File: src/rtl/seg7_pkg.sv
// Segment patterns (active-low, g..a), converter state type and width constants
// shared by the seven-segment scan controller and its BCD engine.
package seg7_pkg;

  localparam int SEG_W = 7;
  localparam int NIB_W = 4;

  localparam logic [SEG_W-1:0] SEG_0     = 7'h40;
  localparam logic [SEG_W-1:0] SEG_1     = 7'h79;
  localparam logic [SEG_W-1:0] SEG_2     = 7'h24;
  localparam logic [SEG_W-1:0] SEG_3     = 7'h30;
  localparam logic [SEG_W-1:0] SEG_4     = 7'h19;
  localparam logic [SEG_W-1:0] SEG_5     = 7'h12;
  localparam logic [SEG_W-1:0] SEG_6     = 7'h02;
  localparam logic [SEG_W-1:0] SEG_7     = 7'h78;
  localparam logic [SEG_W-1:0] SEG_8     = 7'h00;
  localparam logic [SEG_W-1:0] SEG_9     = 7'h10;
  localparam logic [SEG_W-1:0] SEG_BLANK = 7'h7F;

  typedef enum logic [1:0] {
    ST_IDLE,
    ST_LOAD,
    ST_SHIFT,
    ST_STORE
  } conv_state_t;

  // Codes 10..15 never come out of the converter; they show as a dark digit.
  function automatic logic [SEG_W-1:0] seg_decode(input logic [NIB_W-1:0] nib);
    case (nib)
      4'd0:    seg_decode = SEG_0;
      4'd1:    seg_decode = SEG_1;
      4'd2:    seg_decode = SEG_2;
      4'd3:    seg_decode = SEG_3;
      4'd4:    seg_decode = SEG_4;
      4'd5:    seg_decode = SEG_5;
      4'd6:    seg_decode = SEG_6;
      4'd7:    seg_decode = SEG_7;
      4'd8:    seg_decode = SEG_8;
      4'd9:    seg_decode = SEG_9;
      default: seg_decode = SEG_BLANK;
    endcase
  endfunction

endpackage

File: src/rtl/seg7_dabble.sv
// Serial double-dabble binary-to-BCD engine: load, then FIELD_W add-3/shift steps.
// o_done strobes during the last shift step; nibbles are valid the cycle after.
module seg7_dabble
  import seg7_pkg::*;
#(
  parameter int FIELD_W = 6
) (
  input  logic               clk_c,
  input  logic               rst_n,
  input  logic               i_load,
  input  logic               i_shift,
  input  logic [FIELD_W-1:0] i_bin,
  output logic               o_done,
  output logic [NIB_W-1:0]   o_tens,
  output logic [NIB_W-1:0]   o_units
);

  localparam int CNT_W = $clog2(FIELD_W);
  localparam int SR_W  = 2 * NIB_W + FIELD_W;

  logic [FIELD_W-1:0] r_bin;
  logic [NIB_W-1:0]   r_tens;
  logic [NIB_W-1:0]   r_units;
  logic [CNT_W-1:0]   r_cnt;

  logic [NIB_W-1:0]   w_tens_adj;
  logic [NIB_W-1:0]   w_units_adj;
  logic [SR_W-1:0]    w_shifted;

  assign w_units_adj = (r_units >= 4'd5) ? r_units + 4'd3 : r_units;
  assign w_tens_adj  = (r_tens  >= 4'd5) ? r_tens  + 4'd3 : r_tens;
  assign w_shifted   = {w_tens_adj, w_units_adj, r_bin} << 1;

  always_ff @(posedge clk_c or negedge rst_n) begin
    if (!rst_n) begin
      r_bin   <= '0;
      r_tens  <= '0;
      r_units <= '0;
      r_cnt   <= '0;
    end else if (i_load) begin
      r_bin   <= i_bin;
      r_tens  <= '0;
      r_units <= '0;
      r_cnt   <= '0;
    end else if (i_shift) begin
      {r_tens, r_units, r_bin} <= w_shifted;
      r_cnt                    <= r_cnt + 1'b1;
    end
  end

  assign o_done  = i_shift && (r_cnt == CNT_W'(FIELD_W - 1));
  assign o_tens  = r_tens;
  assign o_units = r_units;

endmodule

File: src/rtl/seg7_scan_ctrl.sv
// Multiplexed 7-segment controller: round-robin BCD conversion of changed fields and anode scan.
// Optional macro SEG7_LEADING_BLANK_EN blanks a tens digit of zero.
module seg7_scan_ctrl
  import seg7_pkg::*;
#(
  parameter int NUM_FIELDS  = 3,
  parameter int FIELD_W     = 6,
  parameter int NUM_ANODES  = 8,
  parameter int REFRESH_DIV = 4165
) (
  input  logic                          clk_c,
  input  logic                          rst_n,
  input  logic [NUM_FIELDS*FIELD_W-1:0] fields,
  output logic [SEG_W-1:0]              catodo,
  output logic [NUM_ANODES-1:0]         anodo,
  output logic                          conv_busy
);

  localparam int NUM_DIGITS = 2 * NUM_FIELDS;
  localparam int DIV_W      = (REFRESH_DIV > 0) ? $clog2(REFRESH_DIV + 1) : 1;
  localparam int DIG_W      = $clog2(NUM_DIGITS);
  localparam int P_W        = (NUM_FIELDS > 1) ? $clog2(NUM_FIELDS) : 1;

  // Refresh divider and scan state
  logic [DIV_W-1:0]      r_div;
  logic [DIG_W-1:0]      r_d;
  logic [NUM_ANODES-1:0] r_anodo;
  logic [SEG_W-1:0]      r_catodo;
  logic                  w_tick;
  logic [P_W-1:0]        w_sel_field;
  logic [NIB_W-1:0]      w_nib;
  logic [SEG_W-1:0]      w_seg;

  // Converter state
  conv_state_t                          r_state;
  conv_state_t                          w_state_nxt;
  logic [P_W-1:0]                       r_p;
  logic [NUM_FIELDS-1:0][FIELD_W-1:0]   r_shadow;
  logic [NUM_FIELDS-1:0][NIB_W-1:0]     r_tens;
  logic [NUM_FIELDS-1:0][NIB_W-1:0]     r_units;
  logic [FIELD_W-1:0]                   w_cur_field;
  logic [P_W-1:0]                       w_p_inc;
  logic                                 w_load;
  logic                                 w_shift;
  logic                                 w_store;
  logic                                 w_p_adv;
  logic                                 w_done;
  logic [NIB_W-1:0]                     w_conv_tens;
  logic [NIB_W-1:0]                     w_conv_units;

  assign w_tick = (r_div == DIV_W'(REFRESH_DIV));

  always_ff @(posedge clk_c or negedge rst_n) begin
    if (!rst_n) begin
      r_div <= '0;
    end else if (w_tick) begin
      r_div <= '0;
    end else begin
      r_div <= r_div + 1'b1;
    end
  end

  assign w_sel_field = P_W'(r_d >> 1);
  assign w_nib       = r_d[0] ? r_tens[w_sel_field] : r_units[w_sel_field];

  always_comb begin
    w_seg = seg_decode(w_nib);
`ifdef SEG7_LEADING_BLANK_EN
    if (r_d[0] && (w_nib == '0)) begin
      w_seg = SEG_BLANK;
    end
`endif
  end

  // Anode and segments load on the same edge, so a new anode never shows the previous digit.
  always_ff @(posedge clk_c or negedge rst_n) begin
    if (!rst_n) begin
      r_d      <= '0;
      r_anodo  <= '1;
      r_catodo <= SEG_BLANK;
    end else if (w_tick) begin
      r_anodo  <= ~(NUM_ANODES'(1) << r_d);
      r_catodo <= w_seg;
      r_d      <= (r_d == DIG_W'(NUM_DIGITS - 1)) ? '0 : r_d + 1'b1;
    end
  end

  assign anodo  = r_anodo;
  assign catodo = r_catodo;

  assign w_cur_field = fields[r_p*FIELD_W +: FIELD_W];
  assign w_p_inc     = (r_p == P_W'(NUM_FIELDS - 1)) ? '0 : r_p + 1'b1;

  always_ff @(posedge clk_c or negedge rst_n) begin
    if (!rst_n) begin
      r_state <= ST_IDLE;
    end else begin
      r_state <= w_state_nxt;
    end
  end

  always_comb begin
    w_state_nxt = r_state;
    w_load      = 1'b0;
    w_shift     = 1'b0;
    w_store     = 1'b0;
    w_p_adv     = 1'b0;
    case (r_state)
      ST_IDLE: begin
        if (w_cur_field != r_shadow[r_p]) begin
          w_state_nxt = ST_LOAD;
        end else begin
          w_p_adv = 1'b1;
        end
      end
      ST_LOAD: begin
        w_load      = 1'b1;
        w_state_nxt = ST_SHIFT;
      end
      ST_SHIFT: begin
        w_shift = 1'b1;
        if (w_done) begin
          w_state_nxt = ST_STORE;
        end
      end
      ST_STORE: begin
        w_store     = 1'b1;
        w_p_adv     = 1'b1;
        w_state_nxt = ST_IDLE;
      end
      default: w_state_nxt = ST_IDLE;
    endcase
  end

  // The shadow takes the value actually converted, so a change during SHIFT is caught next visit.
  always_ff @(posedge clk_c or negedge rst_n) begin
    if (!rst_n) begin
      r_p      <= '0;
      r_shadow <= '0;
      r_tens   <= '0;
      r_units  <= '0;
    end else begin
      if (w_load) begin
        r_shadow[r_p] <= w_cur_field;
      end
      if (w_store) begin
        r_tens[r_p]  <= w_conv_tens;
        r_units[r_p] <= w_conv_units;
      end
      if (w_p_adv) begin
        r_p <= w_p_inc;
      end
    end
  end

  seg7_dabble #(
    .FIELD_W (FIELD_W)
  ) u_dabble (
    .clk_c   (clk_c),
    .rst_n   (rst_n),
    .i_load  (w_load),
    .i_shift (w_shift),
    .i_bin   (w_cur_field),
    .o_done  (w_done),
    .o_tens  (w_conv_tens),
    .o_units (w_conv_units)
  );

  assign conv_busy = (r_state != ST_IDLE);

endmodule

File: config.mk
export PLATFORM = sky130hd
export DESIGN_NAME = seg7_scan_ctrl
export DESIGN_NICKNAME = d
export VERILOG_FILES = /design/src/rtl/seg7_pkg.sv /design/src/rtl/seg7_dabble.sv /design/src/rtl/seg7_scan_ctrl.sv
export SDC_FILE = /design/constraint.sdc
export NUM_CORES = 1
export LEC_CHECK = 0
export ABC_AREA = 1
export CORE_MARGIN = 1
export CORE_UTILIZATION = 35
export DETAILED_ROUTE_END_ITERATION = 16
export REMOVE_ABC_BUFFERS = 1
export SLEW_MARGIN = 10
export SYNTH_ARGS = -nofsm -noshare
export SYNTH_HDL_FRONTEND = slang
export SYNTH_SLANG_ARGS = --single-unit
File: constraint.sdc
create_clock -name clk_c -period 5.25 [get_ports clk_c]
set_clock_uncertainty 0.15 [all_clocks]
set_input_delay 1.05 -clock clk_c [delete_from_list [all_inputs] [get_ports clk_c]]
set_output_delay 1.05 -clock clk_c [all_outputs]
set_load 0.005 [all_outputs]
==> results.md, run 1 <==
- Rows: 42
- Clock buffer count from CTS: 9
- P_sw: about 1.1 mW
- CORE AREA: 0.0135 mm2
- Post-place setup slack: around 2.4 ns
- Cell mode on critical path: inv_1
- Initial Utilization: 0.364
- Die Ht: 120 um
- Clk pwr share: 0.251
- FILL cells: 1347
- H-Tree Depth: 3
- Largest net degree at the start of global routing: 67
- PostCTS Resize Cnt: 0
- CP max FO: 4
- Global-route wire length before repair: 18500 um
- Slew @ Worst Pin: 0.841 ns
- RSZ-0062 raised after global routing: false
- Period minus WS final: 2.88 ns
- HP Class: reg2reg
- Flop pwr share: 0.375
- Final Non-Filler Cells: between 800 and 900
- CTS Root Cell: clkbuf_16
- Num ports: 36
- Pwr Density: 509 mW/mm2
- Vias in the first global route: 3852
- Seq/Total Area, Yosys: 0.484
- Hold Vio Cnt, Final: 0
- Final estimated routing congestion in global placement: slightly above 0.8
- Syn_area_per_cell: about 8.3 um2
- Final worst slack: 2.37 ns
- GRT Residual Overflow: 0
- Final #Nets: about 660
- Internal: 1.77 mW
- DP Cell Count: 787
- Rel. slew slack: 0.439
- LEAKAGE: 2.67 nW
- Max Freq: 348 MHz
- Logic pwr share: 0.374
- Ys Warns: 0
- Met2 WL post-DR: approximately 5000 um
- Final setup vio count: 0
- Vias: 3875
- Routed vias/inst: a little under 5
- Setup bufs post-CTS: 0
- Setup tns final: 0 ns
- I/O Buffers: 35
- Crit Path Class: reg2out
- Chip Width: 120 um
- Number of diodes: 0
- WL met3: around 440 um
- ANT nets after route: 0
- Crit path largest cell delay: approximately 0.50 ns
- Design area: 0.00569 mm2
- CP startpoint kind: register
- Drt first-iter violations: 279
- Fin. max-slew vios: 0
- Switching Share: 0.389
- Synth cell types: 37
- CTS tree: built
- Status: finished, final reports clean
- Gate Count Post-Synth: 593
- Met1 WL: between 4000 and 5000 um
- Arrival time worst endpoint: 1.68 ns
- Syn-to-layout area delta: 16.2%
- Worst ir drop on vdd: 0.290 mV
- Synthesized area: 0.00490 mm2
- CP endpoint kind: primary output
- Dpl cell area: 0.00535 mm2
- Uppermost layer routed: met4
- Share of cells above drive strength 1: 0.0989
- Req. time, crit path: 4.05 ns
- # DRC: 0
- Reg clk slew, reported paths: 0.07 ns
- Initial antenna violation count: 0
- Hold_buf cts: 0
- Clock latency on the worst-skew pair: 0.36 ns
- Most frequent cells in the layout: 140 x nand2_1, 79 x dfrtp_1, 59 x inv_1, 57 x nor2_1, 51 x nand3_1
- Clk sinks: between 90 and 100
- Core Util, Final: 0.423
- Final wirelength: around 11000 um
- Post-DP HPWL: 7400 um
- Most common cell after layout, fill and taps aside: nand2_1
- Yosys reg bits: 94
- WHS: approximately 0.32 ns
- Fin crit share: 0.548
- DR WL/cell: 13.2 um
- Overall power: about 2.9 mW
- CP max stage cell: clkdlybuf4s50_1
- Bufs on Longest Clock Path: 2
- Aggregate global-route resource usage: 0.162
- DIE AREA: 0.0145 mm2
- Worst path cell trace: inv_1, ha_1, inv_1, clkdlybuf4s50_1
- Iteration count of the initial detailed-routing pass: 4
- Max cap viols: 0
-- path summary, 6_finish.rpt --
| path | slack, ns | end | from | cells past startpoint |
|---|---|---|---|---|
| setup / recovery | 2.37 | conv_busy | r_state[0] | 4 |
| hold / removal | 0.32 | anodo[5] | anodo[5] | 2 |
| setup reg to reg | 2.52 | u_dabble.o_tens[2] | r_state[0] | 8 |
| hold reg to reg | 0.32 | anodo[5] | anodo[5] | 2 |
| max in group asynchronous | 3.38 | catodo[1] | rst_n | 2 |
| min in group asynchronous | 0.64 | r_units[8] | rst_n | 1 |
-- worst max-delay path: cells and delay by family (launching register included) --
kind | cells | cell delay, ns
buffers and inverters | 3 | 0.67
flip-flops | 1 | 0.41
adder cells (fa/ha/maj) | 1 | 0.25
-- sequential cells by signal (all words and copies together) (netlist names) --
register	count
r_d	3
u_dabble.o_units	4
u_dabble.o_tens	4
r_tens	12
u_dabble.r_bin	6
r_shadow	18
catodo	7
r_state	2
anodo	8
r_div	13
u_dabble.r_cnt	3
r_units	12
r_p	2
-- Yosys cell counts (all sizes together) --
cell      n  area [um2]
inv      66         253
nor3      6        30.0
clkbuf    7        26.3
clkinv    3        11.3
a31oi     3        18.8
o32ai     1        8.76
o21ai    47         235
nand4     3        18.8
buf      13         106
ha       20         250
dfrtp    79        1980
o221ai    2        17.5
nand3b    1        7.51
nor2     62         250
xor2      4        35.0
o211ai   10        75.1
dfstp    15         394
a21oi    19         106
nand3    54         285
nand2   142         538
or2       9        58.8
o22ai     8        50.1
a21boi    1        7.51
o21bai    3        22.5
o21a     13        97.6
nor3b     1        7.51
o31ai     1        7.51
-- power groups by stage --
stage / logic, mW / clock network, mW / registers (mW)
floorplan: 0.812 / 0 / 1.05
global placement: 1.05 / 0 / 1.09
detailed placement: 1.09 / 0 / 1.10
CTS: 1.09 / 0.750 / 1.08
global route: 1.25 / 0.784 / 1.11
finish: 1.08 / 0.725 / 1.09
-- routing by layer --
metal  vias up  GRT usage
li1       1989          -
met1      1816      0.204
met2        59      0.269
met3        11     0.0486
met4         0     0.0409
met5         -          0
-- layout make-up --
class                   count  area (um2)  share of cell area
flip-flops and latches     94        2370               0.417
multi-input cells         410        2130               0.374
repair buffers             38         370              0.0651
inverters                  69         264              0.0464
clock buffers              11         253              0.0444
well taps                 176         220              0.0387
clock inverters             5        81.3              0.0143
-- kinds of logic (layout without fill, tap and decap cells) --
group | Yosys count | count (layout) | synth area share
simple gates | 278 | 278 | 0.244
compound gates | 108 | 108 | 0.132
flops | 94 | 94 | 0.484
buf+inv | 89 | 123 | 0.0810
fa+ha+maj | 20 | 20 | 0.0511
xor+xnor | 4 | 4 | 0.00715
(Power assumes the default switching activity.)
==> run 2: changes to the inputs <==
==> constraint.sdc (replaced) <==
create_clock -name clk_c -period 2.4 [get_ports clk_c]
set_clock_uncertainty 0.15 [all_clocks]
set_input_delay 0.48 -clock clk_c [delete_from_list [all_inputs] [get_ports clk_c]]
set_output_delay 0.48 -clock clk_c [all_outputs]
set_load 0.005 [all_outputs]
==> run 2 against run 1 <==
  * Wire length increased by 3.1%
  * Clock power rose by 93%
  * First-iteration DRC count down 10%
  * Via count increased by 4.3%
  * Utilization increased by 0.66 points
  * Setup slack worse by 2.2 ns
==> results.md, run 2 (same netlist as run 1, synthesis figures left out) <==
- Crit Path Class: reg2out (unchanged)
- Global-route wire length before repair: 18600 um (was 18500 um)
- Clock buffer count from CTS: 9 (unchanged)
- DIE AREA: 0.0145 mm2 (unchanged)
- # DRC: 0 (unchanged)
- CTS Root Cell: clkbuf_16 (unchanged)
- Fin. max-slew vios: 0 (unchanged)
- Final #Nets: 678 (was 662)
- CP max stage cell: clkdlybuf4s50_1 (unchanged)
- PostCTS Resize Cnt: 0 (unchanged)
- FILL cells: 1382 (was 1347)
- Max cap viols: 0 (unchanged)
- CP endpoint kind: primary output (unchanged)
- Max Freq: 442 MHz
- DR WL/cell: 13.3 um (was 13.2 um)
- Reg clk slew, reported paths: 0.06 ns (was 0.07 ns)
- Overall power: 6.31 mW (was 2.89 mW)
- GRT Residual Overflow: 0 (unchanged)
- Aggregate global-route resource usage: 0.161 (was 0.162)
- Vias in the first global route: 3960 (was 3852)
- Status: finished, final reports clean (unchanged)
- Number of diodes: 0 (unchanged)
- Worst flop-to-flop path endpoint: catodo[3] (was u_dabble.o_tens[2])
- Period minus WS final: roughly 2.3 ns
- Clock latency on the worst-skew pair: 0.35 ns (was 0.36 ns)
- Chip Width: 120 um (unchanged)
- Req. time, crit path: 1.77 ns (was 4.05 ns)
- CTS tree: built (unchanged)
- Worst flop-to-flop path startpoint: r_d[2] (was r_state[0])
- H-Tree Depth: 3 (unchanged)
- Rel. slew slack: 0.622 (was 0.439)
- FF-to-FF setup slack: 0.25 ns (was 2.52 ns)
- Slew @ Worst Pin: 0.565 ns (was 0.841 ns)
- Worst Path Buf+Inv: 3 (unchanged)
- Initial antenna violation count: 0 (unchanged)
- CP max FO: 4 (unchanged)
- ANT nets after route: 0 (unchanged)
- Cell mode on critical path: inv_1 (unchanged)
- Hold Vio Cnt, Final: 0 (unchanged)
- Largest net degree at the start of global routing: 67 (unchanged)
- LEAKAGE: 2.73 nW (was 2.67 nW)
- RSZ-0062 raised after global routing: false (unchanged)
- Drt first-iter violations: 251 (was 279)
- Post-DP HPWL: 7780 um (was 7400 um)
- Num ports: 36 (unchanged)
- FF-to-FF path depth: 9 (was 8)
- Iteration count of the initial detailed-routing pass: 4 (unchanged)
- Bufs on Longest Clock Path: 2 (unchanged)
- Top Registers: r_shadow: 18 flops, r_div: 13 flops (unchanged)
- HP Class: reg2reg (unchanged)
- Most frequent cells in the layout: 140 x nand2_1, 79 x dfrtp_1, 59 x inv_1, 57 x nor2_1, 51 x nand3_1 (unchanged)
- Vias: 4043 (was 3875)
- Initial Utilization: 0.364 (unchanged)
- HP Start: anodo[5] (unchanged)
- Max FFs per register: 18 (unchanged)
- WHS Endpoint: anodo[5] (unchanged)
- Final setup vio count: 0 (unchanged)
- I/O Buffers: 35 (unchanged)
- Critical path's top delay family: buffers and inverters (unchanged)
- Final estimated routing congestion in global placement: 0.891 (was 0.823)
- Share of cells above drive strength 1: 0.118 (was 0.0989)
- Most common cell after layout, fill and taps aside: nand2_1 (unchanged)
- Biggest register: r_shadow (unchanged)
- Worst path cell trace: inv_1, ha_1, inv_1, clkdlybuf4s50_1 (unchanged)
- Syn-to-layout area delta: 18.0% (was 16.2%)
- Final wirelength: 10900 um (was 10600 um)
- Pwr Density: 1090 mW/mm2 (was 509 mW/mm2)
- Hold Path Depth: 2 (unchanged)
- Rows: 42 (unchanged)
- CORE AREA: 0.0135 mm2 (unchanged)
- Fin crit share: 0.943
- Routed vias/inst: 4.94 (was 4.83)
- Die Ht: 120 um (unchanged)
- Arrival time worst endpoint: 1.63 ns (was 1.68 ns)
- Crit path largest cell delay: 0.49 ns (was 0.50 ns)
- Setup tns final: 0 ns (unchanged)
- Worst ir drop on vdd: 0.517 mV (was 0.290 mV)
- Clk sinks: 94 (unchanged)
- CP startpoint kind: register (unchanged)
## run 2: cell types whose count changed in the layout (fill, tap and decap cells not counted)
| cell | delta |
|---|---|
| buf_4 | +14 |
| bufinv_16 | -2 |
| buf_12 | +1 |
| clkbuf_1 | +1 |
| clkbuf_8 | +1 |
| clkinv_2 | +1 |
| clkinv_4 | -1 |
| dlygate4sd3_1 | +1 |
## run 2: how the worst max path moves through the flow
stage                     startpoint            endpoint  slack [ns]  cells after the start
after CTS                 r_state[0]           conv_busy        0.11                      4
after global routing          r_d[1]           catodo[3]        0.05                      9
after floorplan           r_state[0]  u_dabble.o_tens[2]        0.25                      8
after detailed placement  fields[12]              r_p[0]        0.18                     11
final                     r_state[0]           conv_busy        0.14                      4
after global placement     fields[6]              r_p[1]        0.25                     11
## run 2: cell type report
| class | count | area, um2 | area share |
|---|---|---|---|
| clock inverter | 3 | 17.5 | 0.00303 |
| inverter | 69 | 264 | 0.0457 |
| timing repair buffer | 54 | 505 | 0.0875 |
| sequential | 94 | 2370 | 0.410 |
| clock buffer | 13 | 270 | 0.0468 |
| tap | 176 | 220 | 0.0381 |
| multi-input combinational | 410 | 2130 | 0.368 |
## run 2: power breakdown
part           leakage, nW  internal (mW)  switching, mW
combinational         1.42          0.970           1.62
sequential            1.16           2.04          0.290
clock                0.142          0.785          0.611
total                 2.73           3.80           2.52
## run 2: metal layers
metal,share of wire,global-route usage,up-vias
met1,0.47,0.205,1939
met2,0.48,0.273,69
li1,-,-,2022
met3,0.029,0.0274,13
met5,0,0,-
met4,0.017,0.0656,0
## run 2: tightest hold or removal path, stage by stage, from the launching register on
cell,delay [ns]
dfstp_2,0.37
nand2_1,0.05
nand2_1,0.05
## run 2: timing repair
action / 4_1_cts / 5_1_grt
hold buffers: 1 / 0
setup buffers: 0 / 0
hold endpoints to repair: 13 / 0
## run 2: metrics by stage
stage,setup slack [ns],util,cells,area (um2),hold WS (ns)
final,0.136,0.429,819,5780,0.315
after global routing,0.0476,0.429,819,5780,0.347
after CTS,0.109,0.429,819,5780,0.321
after detailed placement,0.181,0.407,802,5480,0.282
after global placement,0.247,0.407,802,5480,0.276
after floorplan,0.251,-,573,4760,0.0344
